### config.mk
export PLATFORM = sky130hd
export DESIGN_NAME = sign_log_arbiter
export DESIGN_NICKNAME = d
export VERILOG_FILES = /design/src/rtl/sign_log_arbiter.sv
export SDC_FILE = /design/constraint.sdc
export NUM_CORES = 1
export LEC_CHECK = 0
export ABC_CLOCK_PERIOD_IN_PS = 3900
export BUFFER_PORTS_ARGS = -buffer_cell sky130_fd_sc_hd__buf_2
export CELL_PAD_IN_SITES_DETAIL_PLACEMENT = 2
export CELL_PAD_IN_SITES_GLOBAL_PLACEMENT = 2
export CORE_AREA = 2 2 186 133
export DETAILED_ROUTE_END_ITERATION = 10
export DIE_AREA = 0 0 188 135
export PLACE_DENSITY = 0.79
export RECOVER_POWER = 25
export SYNTH_ARGS = -nofsm -noshare
export SYNTH_HDL_FRONTEND = slang
export SYNTH_SLANG_ARGS = --single-unit
### constraint.sdc
create_clock -name i_clk -period 3.9 [get_ports i_clk]
set_input_delay 0.195 -clock i_clk [delete_from_list [all_inputs] [get_ports i_clk]]
set_output_delay 0.195 -clock i_clk [all_outputs]
set_load 0.1 [all_outputs]
### src/rtl/sign_log_arbiter.sv
// sign_log_arbiter: captures mult_block signatures into a small FIFO and
// drains them into the single-port SIGN_MEM SRAM, sharing that SRAM with a
// host port. The host normally wins the SRAM. The logger takes it only when
// the FIFO is full.
// Optional feature: define SIGN_LOG_CHKSUM_EN to build the running checksum
// of logged words on o_chksum. When it is not defined, o_chksum is tied to 0.
module sign_log_arbiter #(
  parameter int AW         = 12,
  parameter int DW         = 16,
  parameter int FIFO_DEPTH = 4,
  parameter int DECIM_W    = 4
) (
  input  logic               i_clk,
  input  logic               i_reset,
  input  logic               i_start,
  input  logic               i_stop,
  input  logic [AW-1:0]      i_base_addr,
  input  logic [AW-1:0]      i_length,
  input  logic               i_wrap,
  input  logic [DECIM_W-1:0] i_decim,
  input  logic [DW-1:0]      i_sign,
  input  logic               i_sign_vld,
  input  logic               i_host_req,
  input  logic               i_host_we,
  input  logic [AW-1:0]      i_host_addr,
  input  logic [DW-1:0]      i_host_wdata,
  output logic               o_host_gnt,
  output logic               o_host_rvalid,
  output logic [DW-1:0]      o_host_rdata,
  output logic               o_smem_cen,
  output logic               o_smem_wen,
  output logic [AW-1:0]      o_smem_addr,
  output logic [DW-1:0]      o_smem_wdata,
  input  logic [DW-1:0]      i_smem_rdata,
  output logic               o_busy,
  output logic               o_done,
  output logic [AW-1:0]      o_wr_ptr,
  output logic [7:0]         o_ovf_cnt,
  output logic [DW-1:0]      o_chksum
);

  localparam int PW = $clog2(FIFO_DEPTH);
  localparam int CW = PW + 1;

  typedef enum logic [2:0] {IDLE, ARM, LOG, DRAIN, DONE} state_t;

  state_t state, state_nxt;

  logic [AW-1:0]      base_q;
  logic [AW-1:0]      length_q;
  logic               wrap_q;
  logic [DECIM_W-1:0] decim_q;
  logic [DECIM_W-1:0] decim_cnt;
  logic [AW:0]        cap_cnt;
  logic [AW-1:0]      wr_ptr;
  logic [7:0]         ovf_cnt;
  logic               host_rvalid_q;

  logic [DW-1:0]      fifo_mem [FIFO_DEPTH];
  logic [PW-1:0]      fifo_rd;
  logic [PW-1:0]      fifo_wr;
  logic [CW-1:0]      fifo_cnt;

  logic               start_evt;
  logic               fifo_empty;
  logic               fifo_full;
  logic               host_gnt;
  logic               pop;
  logic               cap_evt;
  logic               cap_take;
  logic               push;
  logic               drop;
  logic [AW:0]        win_len;
  logic               window_full;
  logic [AW-1:0]      win_end;
  logic [AW-1:0]      ptr_inc;
  logic [AW-1:0]      ptr_nxt;
  logic [DW-1:0]      fifo_head;

  // A session only starts from IDLE or DONE; i_start is ignored elsewhere.
  assign start_evt  = i_start && ((state == IDLE) || (state == DONE));
  assign fifo_empty = (fifo_cnt == '0);
  assign fifo_full  = (fifo_cnt == CW'(FIFO_DEPTH));
  assign fifo_head  = fifo_mem[fifo_rd];

  // The host wins the SRAM unless the FIFO is full. No access issues while reset is high.
  assign host_gnt = i_host_req && !fifo_full && !i_reset;
  assign pop      = !fifo_empty && !host_gnt && !i_reset;

  // A sample that arrives together with i_stop is never taken.
  assign cap_evt  = (state == LOG) && i_sign_vld && !i_stop;
  assign cap_take = cap_evt && (decim_cnt == '0);
  assign push     = cap_take && (!fifo_full || pop);
  assign drop     = cap_take && fifo_full && !pop;

  // A length of 0 selects the whole memory (2^AW entries).
  assign win_len     = {(length_q == '0), length_q};
  assign window_full = !wrap_q && push && ((cap_cnt + (AW+1)'(1)) == win_len);

  // Write-pointer advance. The pointer folds back to base at the end of the window in circular mode.
  assign win_end = base_q + length_q;
  assign ptr_inc = wr_ptr + AW'(1);
  assign ptr_nxt = (wrap_q && (ptr_inc == win_end)) ? base_q : ptr_inc;

  // State register
  always_ff @(posedge i_clk or posedge i_reset) begin
    if (i_reset) state <= IDLE;
    else         state <= state_nxt;
  end

  // Next-state logic for the session FSM
  always_comb begin
    state_nxt = state;
    case (state)
      IDLE:    if (i_start) state_nxt = ARM;
      ARM:     state_nxt = LOG;
      LOG: begin
        if (i_stop)           state_nxt = DRAIN;
        else if (window_full) state_nxt = DRAIN;
      end
      DRAIN:   if (fifo_empty) state_nxt = DONE;
      DONE:    if (i_start) state_nxt = ARM;
      default: state_nxt = IDLE;
    endcase
  end

  // Latch the session configuration when a session starts
  always_ff @(posedge i_clk or posedge i_reset) begin
    if (i_reset) begin
      base_q   <= '0;
      length_q <= '0;
      wrap_q   <= 1'b0;
      decim_q  <= '0;
    end else if (start_evt) begin
      base_q   <= i_base_addr;
      length_q <= i_length;
      wrap_q   <= i_wrap;
      decim_q  <= i_decim;
    end
  end

  // FIFO pointers and occupancy. A push and a pop may happen in the same cycle.
  always_ff @(posedge i_clk or posedge i_reset) begin
    if (i_reset) begin
      fifo_rd  <= '0;
      fifo_wr  <= '0;
      fifo_cnt <= '0;
    end else if (start_evt) begin
      fifo_rd  <= '0;
      fifo_wr  <= '0;
      fifo_cnt <= '0;
    end else begin
      if (push) fifo_wr <= fifo_wr + PW'(1);
      if (pop)  fifo_rd <= fifo_rd + PW'(1);
      case ({push, pop})
        2'b10:   fifo_cnt <= fifo_cnt + CW'(1);
        2'b01:   fifo_cnt <= fifo_cnt - CW'(1);
        default: fifo_cnt <= fifo_cnt;
      endcase
    end
  end

  // FIFO storage. The data path needs no reset because occupancy guards every read.
  always_ff @(posedge i_clk) begin
    if (push) fifo_mem[fifo_wr] <= i_sign;
  end

  // Decimation and capture counters. Every valid LOG sample steps the decimator.
  always_ff @(posedge i_clk or posedge i_reset) begin
    if (i_reset) begin
      decim_cnt <= '0;
      cap_cnt   <= '0;
    end else if (start_evt) begin
      decim_cnt <= '0;
      cap_cnt   <= '0;
    end else begin
      if (cap_evt) decim_cnt <= (decim_cnt == '0) ? decim_q : decim_cnt - DECIM_W'(1);
      if (push)    cap_cnt   <= cap_cnt + (AW+1)'(1);
    end
  end

  // Logger write pointer. It moves only when a FIFO word is written to SRAM.
  always_ff @(posedge i_clk or posedge i_reset) begin
    if (i_reset)        wr_ptr <= '0;
    else if (start_evt) wr_ptr <= i_base_addr;
    else if (pop)       wr_ptr <= ptr_nxt;
  end

  // Count of dropped samples, saturating at 255
  always_ff @(posedge i_clk or posedge i_reset) begin
    if (i_reset)                       ovf_cnt <= '0;
    else if (start_evt)                ovf_cnt <= '0;
    else if (drop && ovf_cnt != 8'hFF) ovf_cnt <= ovf_cnt + 8'd1;
  end

  // Host read data returns one cycle after the read is issued
  always_ff @(posedge i_clk or posedge i_reset) begin
    if (i_reset) host_rvalid_q <= 1'b0;
    else         host_rvalid_q <= host_gnt && !i_host_we;
  end

  // SRAM port mux: host access, logger write, or idle
  always_comb begin
    o_smem_cen   = 1'b1;
    o_smem_wen   = 1'b1;
    o_smem_addr  = '0;
    o_smem_wdata = '0;
    if (host_gnt) begin
      o_smem_cen   = 1'b0;
      o_smem_wen   = !i_host_we;
      o_smem_addr  = i_host_addr;
      o_smem_wdata = i_host_we ? i_host_wdata : '0;
    end else if (pop) begin
      o_smem_cen   = 1'b0;
      o_smem_wen   = 1'b0;
      o_smem_addr  = wr_ptr;
      o_smem_wdata = fifo_head;
    end
  end

`ifdef SIGN_LOG_CHKSUM_EN
  logic [DW-1:0] chksum;

  // Running sum of every word the logger writes to SRAM
  always_ff @(posedge i_clk or posedge i_reset) begin
    if (i_reset)        chksum <= '0;
    else if (start_evt) chksum <= '0;
    else if (pop)       chksum <= chksum + fifo_head;
  end

  assign o_chksum = chksum;
`else
  assign o_chksum = '0;
`endif

  assign o_host_gnt    = host_gnt;
  assign o_host_rvalid = host_rvalid_q;
  assign o_host_rdata  = host_rvalid_q ? i_smem_rdata : '0;
  assign o_busy        = (state == ARM) || (state == LOG) || (state == DRAIN);
  assign o_done        = (state == DONE);
  assign o_wr_ptr      = wr_ptr;
  assign o_ovf_cnt     = ovf_cnt;

endmodule

==> results of run 1 <==
routing by layer:
metal	wire length, µm	global-route usage [%]	vias to the layer above
met2	12400	35.4	167
met3	1240	4.86	9
met5	13	0	-
li1	-	-	3062
met1	12700	30.2	3412
met4	121	3.46	2
cell usage in the layout, fill, tap and decap left out, types with 17 or more instances in the layout:
cell type and instances:
buf_2 148, nand2_1 127, dfrtp_1 77, edfxtp_1 64, nor2_1 42, dlygate4sd3_1 41
o21ai_0 32, nand3_1 31, and2_1 29, xnor2_1 28, a22o_1 28, xor2_1 24
ha_1 20, clkbuf_1 18, inv_1 17, clkbuf_16 17
layout make-up:
type	instances	share of cell area, %
clock buffers	18	4.28
multi-input cells	544	37.7
repair buffers	223	13.4
flip-flops and latches	141	38.4
clock inverters	14	1.66
inverters	18	0.686
well taps	318	3.97
worst max-delay path: cells and delay by family (launching register included):
family / cells / cell delay [ps]
multiplexers: 1 / 190
AO/OA/AOI/OAI: 1 / 350
XOR/XNOR: 1 / 170
flip-flops: 1 / 430
buffers and inverters: 2 / 400
adder cells (fa/ha/maj): 2 / 660
AND/OR/NAND/NOR: 4 / 1220
power groups by stage:
stage / Sequential [W] / Clock (W) / Combinational (W)
finish: 0.00234 / 0.00167 / 0.00453
global route: 0.00241 / 0.00176 / 0.00487
CTS: 0.00235 / 0.00171 / 0.00454
detailed placement: 0.00237 / 0 / 0.00446
global placement: 0.00235 / 0 / 0.00435
floorplan: 0.00253 / 0 / 0.00322
per-stage QoR:
step	setup slack (ps)	hold slack [ps]	util, %	std cells	area (µm²)
6_report	403	-2.05	42.8	1276	10000
5_1_grt	104	19.5	42.8	1276	10000
4_1_cts	414	0.507	42.9	1276	10100
3_5_place_dp	422	376	38.6	1203	9050
3_3_place_gp	546	374	38.6	1203	9050
2_1_floorplan	40.8	268	-	761	7970
path summary, 6_finish.rpt:
check	startpoint	end	depth (start not counted)
hold reg to reg	decim_q[2]$_DFFE_PP0P_	decim_q[2]$_DFFE_PP0P_	2
min in group asynchronous	i_reset	o_ovf_cnt[7]$_DFFE_PP0P_	3
max in group asynchronous	i_reset	o_wr_ptr[3]$_DFFE_PP0P_	3
setup / recovery	base_q[0]$_DFFE_PP0P_	o_wr_ptr[10]$_DFFE_PP0P_	11
setup reg to reg	base_q[0]$_DFFE_PP0P_	o_wr_ptr[10]$_DFFE_PP0P_	11
hold / removal	i_decim[0]	decim_q[0]$_DFFE_PP0P_	3
flip-flops by register name, summed over array words and instances (netlist names):
register and count:
decim_cnt 4, fifo_wr 2, cap_cnt 13, length_q 12, o_host_rvalid 1, o_ovf_cnt 8, decim_q 4, wrap_q 1
fifo_mem 64, state 3, o_wr_ptr 12, fifo_cnt 3, fifo_rd 2, base_q 12
cell families after synthesis:
family | share of synthesized area (%)
xor gates and xnor gates | 8.33
and+or+nand+nor | 19.0
DFF | 48.6
buffers and inverters | 4.49
adders and majority gates | 3.67
muxes | 5.06
other | 0.0474
AOI/OAI and AO/OA | 10.7
==> metrics list, run 1 <==
- Status: finished with violations
- Failing checks: hold timing, capacitance limit, slew limit
- In this run the number of H-tree levels came out at 4.
* Worst Path Max Fanout: 11
- The detail route stage leaves a number of antenna-violating nets equal to 0.
* Seq pwr share: 27.4%
- Critical setup path kind: reg -> reg
- Setup repair after global routing left no endpoint under its margin.
* Die height: roughly 140 µm
- First-pass GRT wire length: approximately 42000 µm
- In the synthesized netlist the async set-or-reset flop fraction comes to a little over half.
- Crit-path max cell delay: 520 ps
- Path type of the worst min-delay path: in -> reg
- The floorplan has 47 rows.
- A synthesized cell averages about 11 µm².
- Measured along the x axis, the die boundary spans 188 µm.
- Via density per instance: 5.21
- Ys Warns: 0
- Max-slew headroom at the worst pin: -39.9%
* Average routed wire per standard cell: 20.8 µm
- Number of hold violations in the final report: 1
- For this design the static power due to leakage is around 4.4 nW.
* Overall track demand over capacity in global routing: between 20% and 30%
- CTS root buffer: clkbuf_16
- The number of hold buffers added after CTS was 41.
* Weighted congestion reported at the end of routability-driven placement: 0.834
- Footprint of the flip-flops and latches: ~3800 µm²
* Final Routed Wirelength: about 27000 µm
- Largest clock skew in the final design: about 7.6 ps
- Ranked by instance count, the synthesized netlist is headed by nand2_1, dfrtp_1, edfxtp_1.
- Setup violations remaining at the end of the flow were counted as 0.
* Total gr overflow: 0
* Final worst-path cycle share: between 80% and 90%
* Number of antenna diodes: 0
- Int Pwr: 0.00430 W
* Antenna violations before repair: 1
- The HPWL after detailed placement is between 15000 and 20000 µm.
- Fraction of final layout cells with drive strength greater than 1: 23.3%
- Clock power frac: about a fifth
- Count of port buffers added during placement: 165
* Data required time of the critical path: approximately 4300 ps
- The final layout contains around 1100 nets.
- Counting I/O delays and the setup requirement, the final critical path takes roughly 3500 ps.
- Vias in the first global route: around 7300
- Final slew viol count: 78
* Synth top area share: 24.3%
* Number of top-level design ports: 182
- Pin count of the biggest net entering global routing: 78
- Distinct cell type count of the synthesized netlist: 63
- Number of synthesized register bits: between 100 and 150
* Die Outline Area: ~25000 µm²
- Number of buffers between clock root and the deepest sink: 2
* Critical path cell sequence: ha_1 > inv_1 > fa_1 > xor2_1 > nand3_1 > or3b_2 > mux2i_1 > o211ai_1 > buf_4 > or4_1 > nand3b_1
- Slew at the pin closest to its max-slew limit: 2100 ps
- Number of detailed-route iterations in the first pass: 5
- After clock tree synthesis, the clock-pin slew on the worst setup and hold paths is roughly 60 ps.
- The worst setup path is launched from a register.
- The final route contains between 6000 and 7000 vias.
* Total power divided by cell area: ~850 nW/µm²
- Switching power: roughly 0.0042 W
- Across the run, the number of max-cap violations was 1.
- Timing would allow up to 0.286 GHz.
* Number of DRC markers after the initial detailed-route iteration: 366
- By area the synthesized netlist is led by dfrtp_1, edfxtp_1, nand2_1, mux4_2, ha_1.
- Area growth syn-to-layout: 26.8%
* Share of synthesized area occupied by flip-flops and latches: about half
- After synthesis the cells add up to slightly below 8000 µm².
- Crit end category: register
- Number of flops mapped to enable cells by yosys: between 60 and 70
- Post-CTS timing repair inserted 0 buffers for setup.
* Initial standard-cell utilization of the core: between 30% and 40%
- dfrtp_1 takes more of the synthesized area than any other cell.
- Overall power after layout: between 0.008 and 0.009 W
- Summing all multi-input logic gate instances after layout gives between 3000 and 4000 µm².
- Across all hold checks on the routed design, the worst slack comes to -2.05 ps.
* Share of total power in combinational logic: between 50% and 60%
* Clock insertion delay at the later pin of the skew report: ~430 ps
- Max IR drop VDD: just under 0.0004 V
- Number of cells upsized or downsized after cts: 0
* CP max stage cell: or4_1
- Switching portion of total power: 49.7%
- Most instantiated library cell after synthesis: nand2_1
- TritonCTS clock tree: built
- Core ar.: roughly 23000 µm²
- Drt drc: 0
* Gate Count Post-Synth: between 700 and 800
- Total clock buffers created by CTS: 17
- Setup slack on the worst flop-to-flop path: between 400 and 500 ps
- Number of clock sinks: 141
- In the synthesized netlist the dominant register cell turns out to be dfrtp_1.
- WP data arrival: 3850 ps
- Fin Setup TNS: 0 ps
- Count of filler cells inserted in the layout: 2533
(Power assumes the default switching activity.)
==> run 2, diff against run 1 <==
--- a/config.mk
+++ b/config.mk
@@ -14,2 +14,3 @@
 export DIE_AREA = 0 0 188 135
+export GPL_TIMING_DRIVEN = 0
 export PLACE_DENSITY = 0.79
--- a/constraint.sdc
+++ b/constraint.sdc
@@ -3,2 +3,2 @@
 set_output_delay 0.195 -clock i_clk [all_outputs]
-set_load 0.1 [all_outputs]
+set_load 0.005 [all_outputs]
==> run 2 against run 1 <==
Net effect:
- the run now ends clean
- clock skew rose by 11 ps
- critical endpoint is now o_smem_wdata[10]
- clock-buffer cell count decreased by 1
- flip-flop and latch count unchanged
==> metrics list, run 2 (same netlist as run 1, synthesis figures left out) <==
* Status: finished, final reports clean
* Max IR drop VDD: roughly 0.00038 V
* Number of setup buffers added after CTS: 0
* Via density per instance: about 5.2
* Seq pwr share: between 30 and 40%
- The worst setup path is of the in -> out kind.
* Setup WS pre-CTS: between 200 and 300 ps
* Final worst-path cycle share: between 90% and 100%
* Core ar.: approximately 23000 µm²
* Die Outline Area: 25400 µm²
* Global-route met2 utilization: around two fifths
* Number of detailed-route iterations in the first pass: 4
* Total clock buffers created by CTS: 17
* Global-route met3 utilization: under 10%
- Traced cell by cell, the critical path runs through dlygate4sd3_1 > clkbuf_1 > inv_4 > buf_16 > o211a_1 > and2_1 > clkbuf_1 > clkbuf_1 > a22o_1 > buf_2.
- At the pin with the least slew margin, the transition time is roughly 1000 ps.
- Most frequent cells in the layout: buf_2, nand2_1, dfrtp_1
* Max_cap viols: 0
- The critical path ends at o_smem_wdata[10].
- At the end of routability-driven placement, the weighted congestion stood at 0.884.
- Crit-path max cell delay: 540 ps
- The count of nets left with antenna violations once routing finished came out at 0.
* Drt drc: 0
* Clock power frac: approximately 23%
* Worst setup path start: i_reset
* Number of DRC markers after the initial detailed-route iteration: about 420
- Number of H-tree branching levels: 4
- The total overflow left after global routing is 0.
* Switching portion of total power: between 40% and 50%
- The filler cells instantiated in the layout total 2516.
* Standby leakage power: 4.57 nW
- Setup slack on the worst flop-to-flop path: approximately 380 ps
* Number of top-level design ports: between 150 and 200
- Most common cell on crit path: clkbuf_1
- The initialized floorplan defines 47 standard-cell rows.
- Net total in the final layout: 1109
* Crit Reg-Reg Endpoint: o_wr_ptr[2]$_DFFE_PP0P_
* HPWL after detailed placement: between 20000 and 25000 µm
- Die X: about 190 µm
- The internal portion of the total power is 0.00435 W.
- First-pass GRT wire length: around 46000 µm
- Vias in the first global route: between 7000 and 8000
- In the final layout, the share of cells above drive strength 1 is 23.2%.
- For this design, the sink count on the clock tree is between 100 and 150.
* Routing layer with the top usage in global route: met2
* Final setup viols: 0
- In the post-route analysis, the smallest setup slack over all paths is roughly 300 ps.
* Unrepaired setup endpoints after global routing: no
- Critical path buffers and inverters: 7
- Largest register FFs: 64
- In this run the critical register-to-register path is launched from o_wr_ptr[1]$_DFFE_PP0P_.
- The max-slew violation count came to 0.
- Area growth syn-to-layout: 29.8%
* Launching element type of the critical path: primary input
* Crit end category: output pin
- After clock tree synthesis, the clock-pin slew on the worst setup and hold paths is roughly 70 ps.
- At the later pin of the worst-skew pair, clock insertion delay measures approximately 450 ps.
* Shortest clock period the worst path allows after layout: about 3600 ps
- In this run the clock root is driven by a clkbuf_16.
- Max-slew headroom at the worst pin: a little under a third
- Data required time of the critical path: 3700 ps
* Global-route met1 utilization: approximately a third
- CP max stage cell: dlygate4sd3_1
- The critical path runs through a total of 10 cells.
* Antenna violations before repair: 1
- Kind of cell adding the most delay to the critical path: buffers and inverters
- Across all hold checks on the routed design, the worst slack comes to ~6.6 ps.
- Largest registers: fifo_mem (64), cap_cnt (13)
* Count of port buffers added during placement: between 150 and 200
* Switching power: 0.00313 W
- The startpoint identified for the worst hold timing path is i_base_addr[1].
* Worst Path Max Fanout: 47
- The initial utilization of the core area, before any placement, comes to around 34%.
- Via count: roughly 7000
* TritonCTS clock tree: built
- Worst R2R Path Depth: 9
* Total power divided by cell area: between 700 and 800 nW/µm²
- Share of total power in combinational logic: about 46%
- Pin count of the biggest net entering global routing: 48
- Global routing used between 20% and 30% of the available tracks across all layers.
- The die is approximately 140 µm tall.
- Peak Freq: around 0.28 GHz
* Number of hold violations in the final report: 0
- STA puts the critical path data arrival time at approximately 3400 ps.
- The library cell used most frequently in the layout, excluding fill and tap cells, is buf_2.
- After detailed routing, the average wire length per cell comes to 22.4 µm.
- Largest clock skew in the final design: ~19 ps
- More flip-flops sit in one register than any other, and that register is fifo_mem.
- The path class of the tightest hold or removal check is in -> reg.
- Final Routed Wirelength: around 30000 µm
- Number of buffers between clock root and the deepest sink: 2
==> run 2: cell types whose count changed in the layout (fill, tap and decap cells not counted), moves of 2 or more <==
cell / before / now
and2_1: 29 / 26
and2_2: 1 / 4
buf_1: 0 / 8
buf_2: 148 / 152
clkbuf_1: 18 / 45
clkinv_4: 2 / 4
dlygate4sd3_1: 41 / 45
inv_6: 3 / 5
==> run 2: layer usage <==
layer  vias to the layer above  wire length (µm)
met5                         -                16
met4                         2               614
met3                        36              1620
met2                       231             14000
met1                      3510             13400
li1                       3156                 -
==> run 2: tightest hold or removal path: cells and delay by family <==
kind | cells | cell delay, ps
and+or+nand+nor | 1 | 50
buffers and inverters | 1 | 110
AOI/OAI and AO/OA | 1 | 60
==> run 2: layout make-up <==
cell class | count | area [µm²] | share of cell area, %
plain buffers | 58 | 288 | 2.80
well taps | 318 | 398 | 3.87
clock buffers | 17 | 425 | 4.14
diodes | 1 | 2.50 | 0.0244
repair buffers | 211 | 1280 | 12.5
inverters | 18 | 70.1 | 0.682
flip-flops and latches | 141 | 3850 | 37.5
multi-input cells | 544 | 3770 | 36.7
clock inverters | 15 | 185 | 1.80
==> run 2: power by group through the flow <==
| stage | clock, W | combinational (W) | sequential (W) |
|---|---|---|---|
| after floorplan | 0 | 0.00230 | 0.00212 |
| after global placement | 0 | 0.00321 | 0.00228 |
| after detailed placement | 0 | 0.00336 | 0.00229 |
| after CTS | 0.00176 | 0.00344 | 0.00227 |
| after global routing | 0.00182 | 0.00381 | 0.00231 |
| final | 0.00174 | 0.00347 | 0.00227 |
==> run 2: how the worst min path moves through the flow <==
stage | cells after the start | endpoint | slack (ps)
2_1_floorplan | 1 | o_host_rvalid$_DFF_PP0_ | 270
3_3_place_gp | 2 | o_host_rvalid$_DFF_PP0_ | 370
3_5_place_dp | 2 | o_ovf_cnt[4]$_DFFE_PP0P_ | 290
4_1_cts | 3 | base_q[1]$_DFFE_PP0P_ | 3
5_1_grt | 3 | base_q[0]$_DFFE_PP0P_ | 20
6_report | 3 | base_q[1]$_DFFE_PP0P_ | 7
==> run 2: repair_timing <==
| item | CTS | global route |
|---|---|---|
| hold buffers | 45 | 0 |
| hold endpoints to repair | 124 | 0 |
| endpoints found under the setup margin | 0 | 55 |
| gates resized for setup | 0 | 4 |
==> run 2: per-stage QoR <==
stage / utilization (%) / std cells / total power, W / TNS [ps] / cell area (µm²)
floorplan: - / 761 / 0.00443 / 0 / 7970
global placement: 39.2 / 1244 / 0.00549 / -132260 / 9190
detailed placement: 39.3 / 1245 / 0.00565 / 0 / 9220
CTS: 43.8 / 1322 / 0.00747 / 0 / 10300
global route: 43.8 / 1322 / 0.00795 / 0 / 10300
finish: 43.8 / 1323 / 0.00748 / 0 / 10300
==> run 3, diff against run 2 <==
Settings changed: ABC_CLOCK_PERIOD_IN_PS 3900 to 3800.
Clock period 3.9 ns to 3.8 ns, I/O delays scaled along.
==> run 3 against run 2 <==
Net effect:
- clock skew is essentially flat
- via count rose by 0.12%
- global-route usage about the same
- non-clock buffer count rose by 1
- critical path depth fell by 1
- register-to-register slack lost 170 ps
- sequential share of layout area barely moved
- total power grew 2.8%
- first-iteration DRC count is the same
- worst setup slack lost 90 ps
- utilization about the same
- design area up 0.11%
- critical path type is now reg -> reg
- critical endpoint is now o_wr_ptr[2]$_DFFE_PP0P_
- largest power group unchanged
==> metrics list, run 3 (same netlist as run 1, synthesis figures left out) <==
- The run finished with clean final reports.
- Total clock buffers created by CTS: 17
- Die X: about 190 µm
* Shortest clock period the worst path allows after layout: roughly 3600 ps
* Largest registers: fifo_mem (64), cap_cnt (13)
* Max IR drop VDD: roughly 0.00039 V
* Worst Hold Depth: 3
- Setup violations remaining at the end of the flow were counted as 0.
* Final Routed Wirelength: about 30000 µm
* CP max stage cell: dfrtp_1
* Slew at the pin closest to its max-slew limit: about 1000 ps
- Unrepaired setup endpoints after global routing: no
* Drt drc: 0
* Weighted congestion reported at the end of routability-driven placement: 0.884
- Data on the critical path is required at its endpoint by between 4000 and 5000 ps.
* Critical path cell sequence: ha_1 > inv_1 > nor3_1 > xnor3_1 > xnor2_1 > nand4_1 > clkbuf_1 > or4_1 > nand3b_1
* Peak Freq: ~0.28 GHz
- The analysis attributes to cell leakage a power of roughly 4.6 nW.
- For the worst flop-to-flop path, the logic depth is 9.
- Average routed wire per standard cell: 22.4 µm
- Critical setup path kind: reg -> reg
- During placement, the flow inserted port buffers numbering approximately 170.
- After floorplanning, the core was sized to cover approximately 23000 µm².
- The via count of the first global-routing pass came to ~7500.
- Remaining antenna violation count after routing: 0
- Number of DRC markers after the initial detailed-route iteration: around 420
* Total power divided by cell area: 748 nW/µm²
- Net total in the final layout: 1110
- Row count: 47
- Headroom to the max-slew limit came out at 31.7%.
* Number of top-level design ports: ~180
- The tree is rooted in a clkbuf_16.
* Die height: 135 µm
* Worst hold path startpoint: i_base_addr[0]
- For the final routed database, the setup TNS stands at 0 ps.
- First-pass GRT wire length: between 40000 and 50000 µm
- Overall power after layout: a little under 0.008 W
* TritonCTS clock tree: built
- Leaving out fill and tap cells, the most frequent cell in the layout is buf_2.
* Number of detailed-route iterations in the first pass: 6
- The worst setup path is launched from a register.
* Antenna violations before repair: 1
- At the later pin of the worst-skew pair, clock insertion delay measures approximately 450 ps.
* Worst Path Max Fanout: 10
- Compared with the post-synthesis result, the final layout area differs by 29.9%.
- Max_cap viols: 0
- Via density per instance: around 5.2
- Beginning of the worst register-to-register path: o_wr_ptr[1]$_DFFE_PP0P_
- Most flops, register: fifo_mem
- Number of setup buffers added after CTS: 0
* Crit Reg-Reg Endpoint: o_wr_ptr[2]$_DFFE_PP0P_
- HPWL after detailed placement: 21300 µm
* Pin count of the biggest net entering global routing: 48
- Endpoint of the worst hold-timing path: base_q[0]$_DFFE_PP0P_
* Overall track demand over capacity in global routing: 24.1%
* Final worst-path cycle share: about 94%
- Data arrives at the worst endpoint at around 4000 ps.
- The register with the most flip-flops in the layout has 64 of them.
* Total gr overflow: 0
* Setup slack on the worst flop-to-flop path: 210 ps
- Crit end category: register
- Number of H-tree branching levels: 4
* Initial standard-cell utilization of the core: about a third
* Most frequent cells in the layout: buf_2, nand2_1, dfrtp_1
* Number of buffers between clock root and the deepest sink: 2
* Number of clock sinks: 141
- Largest clock skew in the final design: 18.9 ps
* Fraction of final layout cells with drive strength greater than 1: approximately a quarter
- Path type of the worst min-delay path: in -> reg
- Via count: ~7000
- The die covers between 20000 and 30000 µm².
* Clock input transition at the sequential cells of the worst setup and hold paths: 70 ps
* Final slew viol count: 0
* Crit-path max cell delay: 640 ps
- The hold violation total from the final report came to 0.
## run 3: changes by cell type in the layout (fill, tap and decap cells not counted), sizes merged
| cell | delta |
|---|---|
| dlygate4sd3 | +1 |
## run 3: how the worst max path moves through the flow
stage / from / end / slack [ps] / cells after the start
finish: o_wr_ptr[1]$_DFFE_PP0P_ / o_wr_ptr[2]$_DFFE_PP0P_ / 210 / 9
global route: i_reset / fifo_mem[1][8]$_DFFE_PP_ / 80 / 9
CTS: i_reset / fifo_mem[1][8]$_DFFE_PP_ / 50 / 9
detailed placement: i_reset / fifo_mem[2][8]$_DFFE_PP_ / 160 / 8
global placement: i_reset / fifo_mem[2][8]$_DFFE_PP_ / -1650 / 7
floorplan: i_reset / fifo_mem[0][0]$_DFFE_PP_ / 210 / 6
## run 3: routing by layer
metal	track usage (%)	up-vias	part of all wire [%]
met5	0	-	0.054
met4	7.39	2	2.1
met3	5.20	36	5.5
met2	39.5	233	47
met1	32.3	3520	45
li1	-	3152	-
## run 3: metrics by stage
stage          setup slack, ps  util (%)  hold slack (ps)  cell area [µm²]  instances
2_1_floorplan              213         -              263             7970        761
3_5_place_dp               157      39.3              286             9220       1245
4_1_cts                   48.5      43.9             3.20            10300       1323
5_1_grt                   78.2      43.8             11.8            10300       1323
3_3_place_gp             -1650      39.2              365             9190       1244
6_report                   213      43.8             11.7            10300       1324
## run 3: timing repair
action / CTS / global route
hold buffers: 46 / 0
gates resized for setup: 0 / 6
hold endpoints to repair: 125 / 0
endpoints found under the setup margin: 0 / 65
## run 3: power by group
part	total [W]	internal (W)	switching [W]	leakage (nW)
clock	0.00178	0.00104	0.000742	0.297
combinational	0.00358	0.00152	0.00205	2.70
sequential	0.00233	0.00190	0.000430	1.57
total	0.00769	0.00447	0.00323	4.57
## run 3: area by class of cell
class / count / area (µm²)
multi-input cells: 544 / 3770
inverters: 18 / 70.1
plain buffers: 58 / 289
well taps: 318 / 398
repair buffers: 212 / 1290
clock inverters: 15 / 185
fillers: 2516 / 13200
flip-flops and latches: 141 / 3850
diodes: 1 / 2.50
clock buffers: 17 / 425
## run 3: worst max-delay path, delay by kind of cell (launching register included)
kind                       cells  cell delay [ps]
DFF                            1              640
xor gates and xnor gates       2              560
adders and majority gates      1              400
buffers and inverters          2              440
and+or+nand+nor                4             1470
